===== config.mk =====
export PLATFORM = sky130hd
export DESIGN_NAME = dvp_frame_packer
export DESIGN_NICKNAME = d
export VERILOG_FILES = /design/src/rtl/dvp_frame_packer.sv
export SDC_FILE = /design/constraint.sdc
export NUM_CORES = 1
export LEC_CHECK = 0
export CORE_MARGIN = 5
export CORE_UTILIZATION = 40
export CTS_CLUSTER_SIZE = 28
export DETAILED_ROUTE_END_ITERATION = 12
export PLACE_DENSITY = 0.63
export REMOVE_ABC_BUFFERS = 1
export SYNTH_ARGS = -nofsm -noshare
export SYNTH_HDL_FRONTEND = slang
export SYNTH_SLANG_ARGS = --single-unit
export TNS_END_PERCENT = 20

===== constraint.sdc =====
create_clock -name iClk -period 2.8 [get_ports iClk]
set_input_delay 0.28 -clock iClk [delete_from_list [all_inputs] [get_ports iClk]]
set_output_delay 0.28 -clock iClk [all_outputs]
set_load 0.01 [all_outputs]

===== src/rtl/dvp_frame_packer.sv =====
// rtl/dvp_frame_packer.sv - DVP byte stream packer into 128-bit FIFO words, one frame per enable
// Skips SKIP_FRAMES frames, captures one, pads the tail word, then holds done until iEn falls.
module dvp_frame_packer #(
  parameter int SKIP_FRAMES = 2,
  parameter int MAX_WORDS   = 1048576
) (
  input  logic         iClk,
  input  logic         iRstN,
  input  logic         iEn,
  input  logic         iVSYNC,
  input  logic         iHREF,
  input  logic [7:0]   iData,
  output logic         oWrEn_FIFO,
  output logic [127:0] oWrData_FIFO,
  input  logic         iFull_FIFO,
  output logic         oWrFrm2FIFODone,
  output logic [31:0]  oWrFrmBytes,
  output logic         oOverflow
);

  localparam int WCW = $clog2(MAX_WORDS + 1);

  typedef enum logic [2:0] {
    IDLE, SKIP, WAIT_SOF, CAPTURE, FLUSH, DONE_WAIT, DONE
  } state_e;

  state_e         state_q;
  logic           vs_q;
  logic           pend_q;
  logic           dw_q;
  logic [31:0]    skip_q;
  logic [3:0]     lane_q;
  logic [WCW-1:0] wcnt_q;
  logic [127:0]   asm_q;
  logic [127:0]   data_q;
  logic [31:0]    bytes_q;
  logic           ovf_q;
  logic [127:0]   word_d;
  logic           sof;
  logic           eof;
  logic           wr_issue;

  assign sof = vs_q & ~iVSYNC;
  assign eof = ~vs_q & iVSYNC;

  // FIFO full is only known in the write cycle itself, so the strobe is gated combinationally.
  assign wr_issue = pend_q & ~iFull_FIFO & (wcnt_q < WCW'(MAX_WORDS));

  assign oWrEn_FIFO      = wr_issue;
  assign oWrData_FIFO    = data_q;
  assign oWrFrm2FIFODone = (state_q == DONE);
  assign oWrFrmBytes     = bytes_q;
  assign oOverflow       = ovf_q;

  always_comb begin
    word_d = asm_q;
    word_d[{~lane_q, 3'b000} +: 8] = iData;
  end

  always_ff @(posedge iClk or negedge iRstN) begin
    if (!iRstN) begin
      state_q <= IDLE;
      vs_q    <= 1'b1;
      pend_q  <= 1'b0;
      dw_q    <= 1'b0;
      skip_q  <= '0;
      lane_q  <= '0;
      wcnt_q  <= '0;
      asm_q   <= '0;
      data_q  <= '0;
      bytes_q <= '0;
      ovf_q   <= 1'b0;
    end else begin
      vs_q <= iVSYNC;
      if (pend_q) begin
        pend_q <= 1'b0;
        if (wr_issue) begin
          bytes_q <= bytes_q + 32'd16;
          wcnt_q  <= wcnt_q + WCW'(1);
        end else begin
          ovf_q <= 1'b1;
        end
      end
      if (!iEn) begin
        state_q <= IDLE;
        pend_q  <= 1'b0;
        dw_q    <= 1'b0;
        skip_q  <= '0;
        lane_q  <= '0;
        wcnt_q  <= '0;
        asm_q   <= '0;
        bytes_q <= '0;
      end else begin
        case (state_q)
          IDLE: begin
            skip_q  <= '0;
            state_q <= (SKIP_FRAMES == 0) ? WAIT_SOF : SKIP;
          end
          SKIP: begin
            if (eof) begin
              if (skip_q + 32'd1 == 32'(SKIP_FRAMES)) state_q <= WAIT_SOF;
              else skip_q <= skip_q + 32'd1;
            end
          end
          WAIT_SOF: begin
            if (sof) begin
              state_q <= CAPTURE;
              lane_q  <= '0;
              wcnt_q  <= '0;
              bytes_q <= '0;
              asm_q   <= '0;
            end
          end
          CAPTURE: begin
            if (iHREF) begin
              lane_q <= lane_q + 4'd1;
              if (lane_q == 4'd15) begin
                data_q <= word_d;
                asm_q  <= '0;
                pend_q <= 1'b1;
              end else begin
                asm_q <= word_d;
              end
            end
            if (eof) state_q <= FLUSH;
          end
          FLUSH: begin
            // A word pending from the EOF cycle is issued here while lane is already 0.
            if (lane_q != 4'd0) begin
              data_q <= asm_q;
              asm_q  <= '0;
              pend_q <= 1'b1;
              lane_q <= '0;
            end else begin
              state_q <= DONE_WAIT;
              dw_q    <= 1'b0;
            end
          end
          DONE_WAIT: begin
            if (dw_q) state_q <= DONE;
            else dw_q <= 1'b1;
          end
          DONE: state_q <= DONE;
          default: state_q <= IDLE;
        endcase
      end
    end
  end

endmodule


==> flow_metrics.py, run 1 <==
metrics = {
    "drt": {
        "drc": 0,
        "vias": 13320,
        "drt_iter0_drc": 1124,
        "wl_per_cell_um": 18.06,
        "vias_per_cell": 5.430,
        "routed_wl_um": 44280,
        "ant_nets": 0,
        "first_pass_iters": 8,
    },
    "power_and_ir_drop": {
        "power_w": 0.01165,
        "ir_worst_vdd_mv": 0.4014,
        "power_density_nw_per_um2": 551.8,
        "power_leakage_nw": 9.183,
    },
    "timing": {
        "rsz0062_at_grt": "yes",
        "worstMarginPinSlew_ns": 0.9626,
        "period_share_pct": 108.2,
        "skew_ns": 0.02747,
        "final-max-slew-violation-count": 0,
        "hold_violations": 0,
        "relSlewSlack_pct": 35.59,
        "fin_crit_ns": 3.029,
        "layout_setup_ws_ns": -0.2287,
        "setup_viol_count_final": 32,
        "fmax_ghz": 0.3302,
    },
    "clock_tree": {
        "htree_num_levels": 2,
        "worst_skew_pair.late_latency_ns": 0.55,
        "cts_buffer_depth": 3,
        "clk_pin_slew_ns": 0.07,
        "cts_made_buffers": 38,
        "cts-root-buf": "clkbuf_16",
        "cts_tree": "yes",
        "cts_sinks": 348,
    },
    "worst_setup_path": {
        "start_kind": "flop",
        "critPathKind": "flop to flop",
        "cp_data_arrival_time_ns": 3.47,
        "cp_max_fo": 8,
        "worstSetupEndpointType": "flop",
        "r2r_slack_ns": -0.23,
        "required_ns": 3.24,
    },
    "status": {
        "outcome": "finished, violations left",
        "violations": "negative setup slack",
    },
    "layout": {
        "final_nets": 1922,
        "num_antenna_cells": 0,
        "fillers": 3538,
        "drive_gt1_share_pct": 14.37,
        "area_growth_pct": 30.15,
    },
    "place": {
        "pre_cts_ws_ns": -0.2683,
        "place_hpwl_um": 30100,
        "routabilityCongestion": 0.8652,
        "portBuffers": 172,
    },
    "job": {
        "maxCapViolations": 0,
    },
    "synth": {
        "synth_ff_type": "dfrtp_1",
        "yosysSeqAreaShare_pct": 53.69,
        "synth-edff-count": 0,
        "synth_area_leaders": "dfrtp_1 (54%), mux2i_1 (7.5%), o21ai_0 (6.7%), nand2_1 (6.2%), a32o_1 (3.1%)",
        "synth_cell_types": 66,
        "synthesis.area_um2": 16220,
        "syn_area_per_cell_um2": 9.964,
        "syn_inst": 1628,
        "ys_warn_count": 0,
        "synth_seq_cells": 348,
        "yosys.area.top_type_share_pct": 53.53,
        "async_flop_share_pct": 100.0,
        "synth_top_area_cell": "dfrtp_1",
    },
    "global_route": {
        "grt_max_degree": 258,
        "grt_pass1_vias": 13180,
        "overflow": 0,
        "grt_pass1_wl_um": 71730,
        "antenna_found_initial": 0,
        "grt_usage_pct": 19.51,
    },
    "floorplan": {
        "start_util_pct": 40.64,
        "ios": 177,
        "die_x_um": 211.4,
        "row_count": 73,
        "core_area_um2": 39910,
        "dieArea_um2": 44680,
        "die_height_um": 211.4,
    },
    "min_path": {
        "min_path_type": "primary input to flop",
    },
}
[Yosys cell counts (all sizes together), types with 3 or more instances]
cell type    n
nor2b        7
nand4       24
nor3        37
or2          4
a22o        18
a221o        6
o31ai       10
a21o         6
nand2b       9
and4         7
and2        30
a21boi       3
nand2      268
inv         18
xnor2       21
ha           8
a211o        3
a31oi        3
nor2       108
o21a         3
xor2        34
mux2i      122
a32o        50
and3        26
clkbuf      79
dfrtp      347
o41ai        6
a21oi       29
nand3       41
nand4b       3
or3          7
buf         20
nor4        12
o21ai      234
[cells in the final DEF (no fill, tap or decap), types with 4 or more instances in the layout]
cell type        synthesis  layout
nand2b_1                 9       9
and2_1                  28      28
clkbuf_8                 0       6
and4_1                   7       7
o21ai_1                 16      17
nor2b_1                  7       7
o31ai_1                 10       7
dfrtp_1                347     344
xnor2_1                 21      19
nand2_1                268     263
or3_1                    7       7
nor4_2                   1       4
nand4_1                 24      24
nor2_1                 108     108
xor2_1                  34      33
a32o_1                  50      50
buf_4                    7     130
buf_6                    1      16
a21o_1                   6       6
clkbuf_16                0      38
conb_1                   1       4
a221o_1                  6       6
and3_1                  26      25
nor4_1                   9       5
clkinv_2                 0      10
inv_1                   18      18
nand3_1                 37      35
o21ai_0                217     213
buf_12                   0       7
nor3_1                  37      35
bufinv_16                0       5
a22o_1                  18      18
o41ai_1                  6       4
or2_2                    4       4
a21oi_1                 29      28
mux2i_1                122     122
clkdlybuf4s50_1          0     171
ha_1                     8       7
[timing repair]
| action | in CTS | in global routing |
|---|---|---|
| hold buffers | 1 | 0 |
| endpoints found under the hold margin | 67 | 0 |
| cloned | 3 | 0 |
| setup buffers | 30 | 10 |
| pin swaps | 23 | 13 |
| endpoints found under the setup margin | 32 | 34 |
| gates resized for setup | 40 | 27 |
[sequential cells by signal (all words and copies together), names as in the netlist]
name,count
oWrData_FIFO,128
oOverflow,1
lane_q,4
asm_q,128
vs_q,1
dw_q,1
oWrFrmBytes,28
wcnt_q,21
pend_q,1
skip_q,32
state_q,3
[metrics by stage]
step	std cells	setup TNS [ns]	utilization, %	hold slack, ns	area (µm²)
finish	2452	-4.611	52.89	0.2201	21110
global placement	2344	-3.321	48.00	0.3031	19160
floorplan	1532	-1162.72	-	-0.01559	15820
global route	2452	-10.89	52.89	0.2086	21110
CTS	2444	-2.579	52.47	0.1977	20940
detailed placement	2344	-5.465	48.00	0.3121	19160
[final timing paths]
path                                        from                            to  depth (start not counted)
hold reg to reg            oOverflow$_DFFE_PN0P_         oOverflow$_DFFE_PN0P_                          1
hold / removal                            iVSYNC                vs_q$_DFF_PN1_                          1
min in group asynchronous                  iRstN        skip_q[30]$_DFFE_PN0P_                          2
setup reg to reg           skip_q[1]$_DFFE_PN0P_        skip_q[30]$_DFFE_PN0P_                         13
max in group asynchronous                  iRstN  oWrData_FIFO[28]$_DFFE_PN0P_                          3
setup / recovery           skip_q[1]$_DFFE_PN0P_        skip_q[30]$_DFFE_PN0P_                         13
[per-layer routing]
metal / global-route usage, % / share of wire [%]
met1: 27.70 / 45
met2: 31.37 / 47
met3: 2.756 / 5.8
met4: 5.797 / 2.5
met5: 0 / 0
[critical path, stage by stage (launching register included)]
cell,delay (ns)
dfrtp_1,0.40
ha_4,0.19
nand3_4,0.13
buf_4,0.16
buf_4,0.15
nor3_4,0.13
nand4_1,0.15
xor2_1,0.22
nand3_2,0.11
nor4_4,0.43
nand3_4,0.21
buf_4,0.19
and2_4,0.15
a221o_1,0.30
[area by class of cell]
type	count	area [µm²]	area share [%]
clock buffers	45	1037	4.913
clock inverters	22	294.0	1.393
repair buffers	327	3060	14.50
flip-flops and latches	348	8713	41.27
inverters	18	67.56	0.3200
well taps	525	656.9	3.111
multi-input cells	1167	7283	34.50
[report_power, final]
part	internal (W)	leakage [nW]	switching, W
clock network	0.00314	0.652	0.00210
registers	0.00507	4.85	0.0000251
logic	0.000438	3.68	0.000879
[logic make-up (layout without fill, tap and decap cells)]
| kind of cell | after synthesis | after routing | share of synthesized area, % |
|---|---|---|---|
| xor+xnor | 55 | 55 | 2.970 |
| fa+ha+maj | 8 | 8 | 0.6171 |
| mux | 124 | 124 | 7.667 |
| buf+inv | 117 | 412 | 2.954 |
| simple gates | 587 | 588 | 16.87 |
| other cells | 1 | 4 | 0.02312 |
| compound gates | 388 | 388 | 15.21 |
| flops | 348 | 348 | 53.69 |
(Power assumes the default switching activity.)
==> run 2, diff against run 1 <==
- ABC_AREA: unset -> 1
- SKIP_CTS_REPAIR_TIMING: unset -> 1
==> run 2 against run 1 <==
- total power rose by 29%
- critical path type unchanged
- critical endpoint is now oWrData_FIFO[41]$_DFFE_PN0P_
- critical path depth fell by 4
- clock-buffer cell count is 13 higher
- cell count increased by 21%
- the flow now finishes without violations
==> flow_metrics.py, run 2 <==
metrics = {
    "status": {
        "outcome": "complete, no violations",
    },
    "synth": {
        "synthTopCellsByCount": "nand2_1 (609), dfrtp_1 (347), nor2_1 (265)",
        "syn_inst": 2214,
        "async_flop_share_pct": 100.0,
        "synth_top_area_cell": "dfrtp_1",
        "synth_seq_cells": 348,
        "syn_area_per_cell_um2": 7.968,
        "synthesis.area_um2": 17640,
        "ys_warn_count": 0,
        "yosys.area.top_type_share_pct": 49.22,
        "synth_cell_types": 42,
        "synth_ff_type": "dfrtp_1",
        "synth-edff-count": 0,
        "yosysSeqAreaShare_pct": 49.37,
        "synth_most_common_cell": "nand2_1",
        "synth_area_leaders": "dfrtp_1 (49%), nand2_1 (13%), nor2_1 (5.6%), o21ai_0 (5.2%), a31oi_1 (4.3%)",
    },
    "worst_setup_path": {
        "slowest_stage": "nor3_1",
        "crit_path_max_incr_delay_ns": 0.61,
        "worst-path-buf-inv": 2,
        "cp_data_arrival_time_ns": 3.16,
        "cp_max_fo": 11,
        "worstSetupEndpointType": "flop",
        "path_delay_family": "simple AND/OR/NAND/NOR gates",
        "start_kind": "flop",
        "path_cells": "inv_1, ha_1, inv_1, nor3_1, nand2_1, nand2_1, o21ai_0, or2_2, a31oi_1",
        "required_ns": 3.28,
        "critPathKind": "flop to flop",
    },
    "layout": {
        "layout_common_cells": "nand2_1 (605), dfrtp_1 (347), nor2_1 (263), o21ai_0 (184), clkdlybuf4s50_1 (171)",
        "final_cell_count_no_fill": 2978,
        "num_antenna_cells": 0,
        "area_growth_pct": 21.71,
        "final_nets": 2376,
        "drive_gt1_share_pct": 8.089,
        "mostFrequentLayoutCell": "nand2_1",
        "fillers": 4185,
    },
    "timing": {
        "fmax_ghz": 0.3729,
        "hold_violations": 0,
        "period_share_pct": 95.77,
        "final-max-slew-violation-count": 0,
        "hold_slack_ns": 0.2614,
        "relSlewSlack_pct": 22.04,
        "layout_setup_ws_ns": 0.1185,
        "setup_viol_count_final": 0,
        "rsz0062_at_grt": "yes",
        "fin_crit_ns": 2.681,
        "worstMarginPinSlew_ns": 1.169,
        "tns_ns": 0,
        "skew_ns": 0.01672,
    },
    "floorplan": {
        "dieArea_um2": 48400,
        "row_count": 77,
        "ios": 177,
        "start_util_pct": 40.16,
        "die_x_um": 220.0,
        "core_area_um2": 43930,
        "die_height_um": 220.0,
    },
    "power_and_ir_drop": {
        "power_leakage_nw": 9.068,
        "internal-power_w": 0.01023,
        "power_frac_comb_pct": 24.3,
        "switchingPower_w": 0.004771,
        "ir_worst_vdd_mv": 0.5583,
        "power_density_nw_per_um2": 698.7,
        "pwr-share-clk_pct": 34.5,
        "switching_share_pct": 31.80,
        "p_seq_share_pct": 41.1,
    },
    "drt": {
        "wl_per_cell_um": 17.06,
        "drt_iter0_drc": 1386,
        "vias_per_cell": 5.338,
        "drc": 0,
        "ant_nets": 0,
        "first_pass_iters": 5,
        "routed_wl_um": 50810,
        "vias": 15900,
    },
    "clock_tree": {
        "cts_sinks": 348,
        "clk_pin_slew_ns": 0.06,
        "worst_skew_pair.late_latency_ns": 0.57,
        "cts_buffer_depth": 3,
        "htree_num_levels": 2,
        "cts_tree": "yes",
        "cts_made_buffers": 41,
        "cts-root-buf": "clkbuf_16",
    },
    "place": {
        "place_hpwl_um": 33000,
        "pre_cts_ws_ns": 0.1205,
        "routabilityCongestion": 0.8745,
        "place_inst": 2902,
        "portBuffers": 172,
    },
    "global_route": {
        "grt_pass1_vias": 15160,
        "grt_max_degree": 129,
        "overflow": 0,
        "grt_pass1_wl_um": 81280,
        "antenna_found_initial": 0,
        "grt_usage_pct": 20.67,
    },
    "job": {
        "maxCapViolations": 0,
    },
    "min_path": {
        "min_path_type": "primary input to flop",
    },
}
## run 2: per-stage QoR
step	total power, W	utilization (%)	area [µm²]
after floorplan	0.007607	-	17090
after global placement	0.009919	45.82	20130
after detailed placement	0.009946	45.82	20130
after CTS	0.01522	48.80	21440
after global routing	0.01576	48.88	21470
final	0.01500	48.88	21470
## run 2: final timing paths
| kind | from | to | slack (ns) | depth (start not counted) |
|---|---|---|---|---|
| worst max register to register | lane_q[0]$_DFFE_PN0P_ | oWrData_FIFO[41]$_DFFE_PN0P_ | 0.12 | 9 |
| worst max-delay path | lane_q[0]$_DFFE_PN0P_ | oWrData_FIFO[41]$_DFFE_PN0P_ | 0.12 | 9 |
| worst min-delay path | iVSYNC | vs_q$_DFF_PN1_ | 0.26 | 1 |
| worst min register to register | wcnt_q[10]$_DFF_PN0_ | wcnt_q[10]$_DFF_PN0_ | 0.49 | 1 |
| min in group asynchronous | iRstN | skip_q[25]$_DFFE_PN0P_ | 0.30 | 2 |
| max in group asynchronous | iRstN | oWrData_FIFO[89]$_DFFE_PN0P_ | 1.55 | 3 |
## run 2: area by class of cell
class,count,area [µm²],area share (%)
Clock inverter,17,113.9,0.5303
Clock buffer,58,1191,5.547
Multi-Input combinational cell,1597,7896,36.78
Sequential cell,348,8710,40.56
Timing Repair Buffer,222,2280,10.62
Tap cell,592,740.7,3.450
Inverter,144,540.5,2.517
## run 2: worst register-to-register path, delay by kind of cell, from the launching register on
kind	cells	cell delay, ns
simple gates	4	1.19
flops	1	0.51
compound gates	2	0.24
buf+inv	2	0.32
fa+ha+maj	1	0.32
## run 2: per-layer routing
metal | routed length [µm] | share of wire [%] | global-route usage, % | up-vias
li1 | - | - | - | 7655
met1 | 22990 | 45 | 28.88 | 7717
met2 | 23430 | 46 | 32.69 | 440
met3 | 3087 | 6.1 | 4.286 | 86
met4 | 1298 | 2.6 | 5.950 | 0
met5 | 0 | 0 | 0 | -
## run 2: logic make-up after synthesis
family	synth area share, %
adder cells (fa/ha/maj)	0.5674
AND/OR/NAND/NOR	25.90
other	0.02126
XOR/XNOR	1.241
flip-flops	49.37
AO/OA/AOI/OAI	15.60
multiplexers	1.021
buffers and inverters	6.277
## run 2: power by group through the flow
stage	combinational, W	sequential, W	clock, W
final	0.00365	0.00617	0.00518
after global routing	0.00397	0.00624	0.00555
after CTS	0.00371	0.00618	0.00532
after detailed placement	0.00369	0.00625	0
after global placement	0.00366	0.00626	0
after floorplan	0.00128	0.00633	0
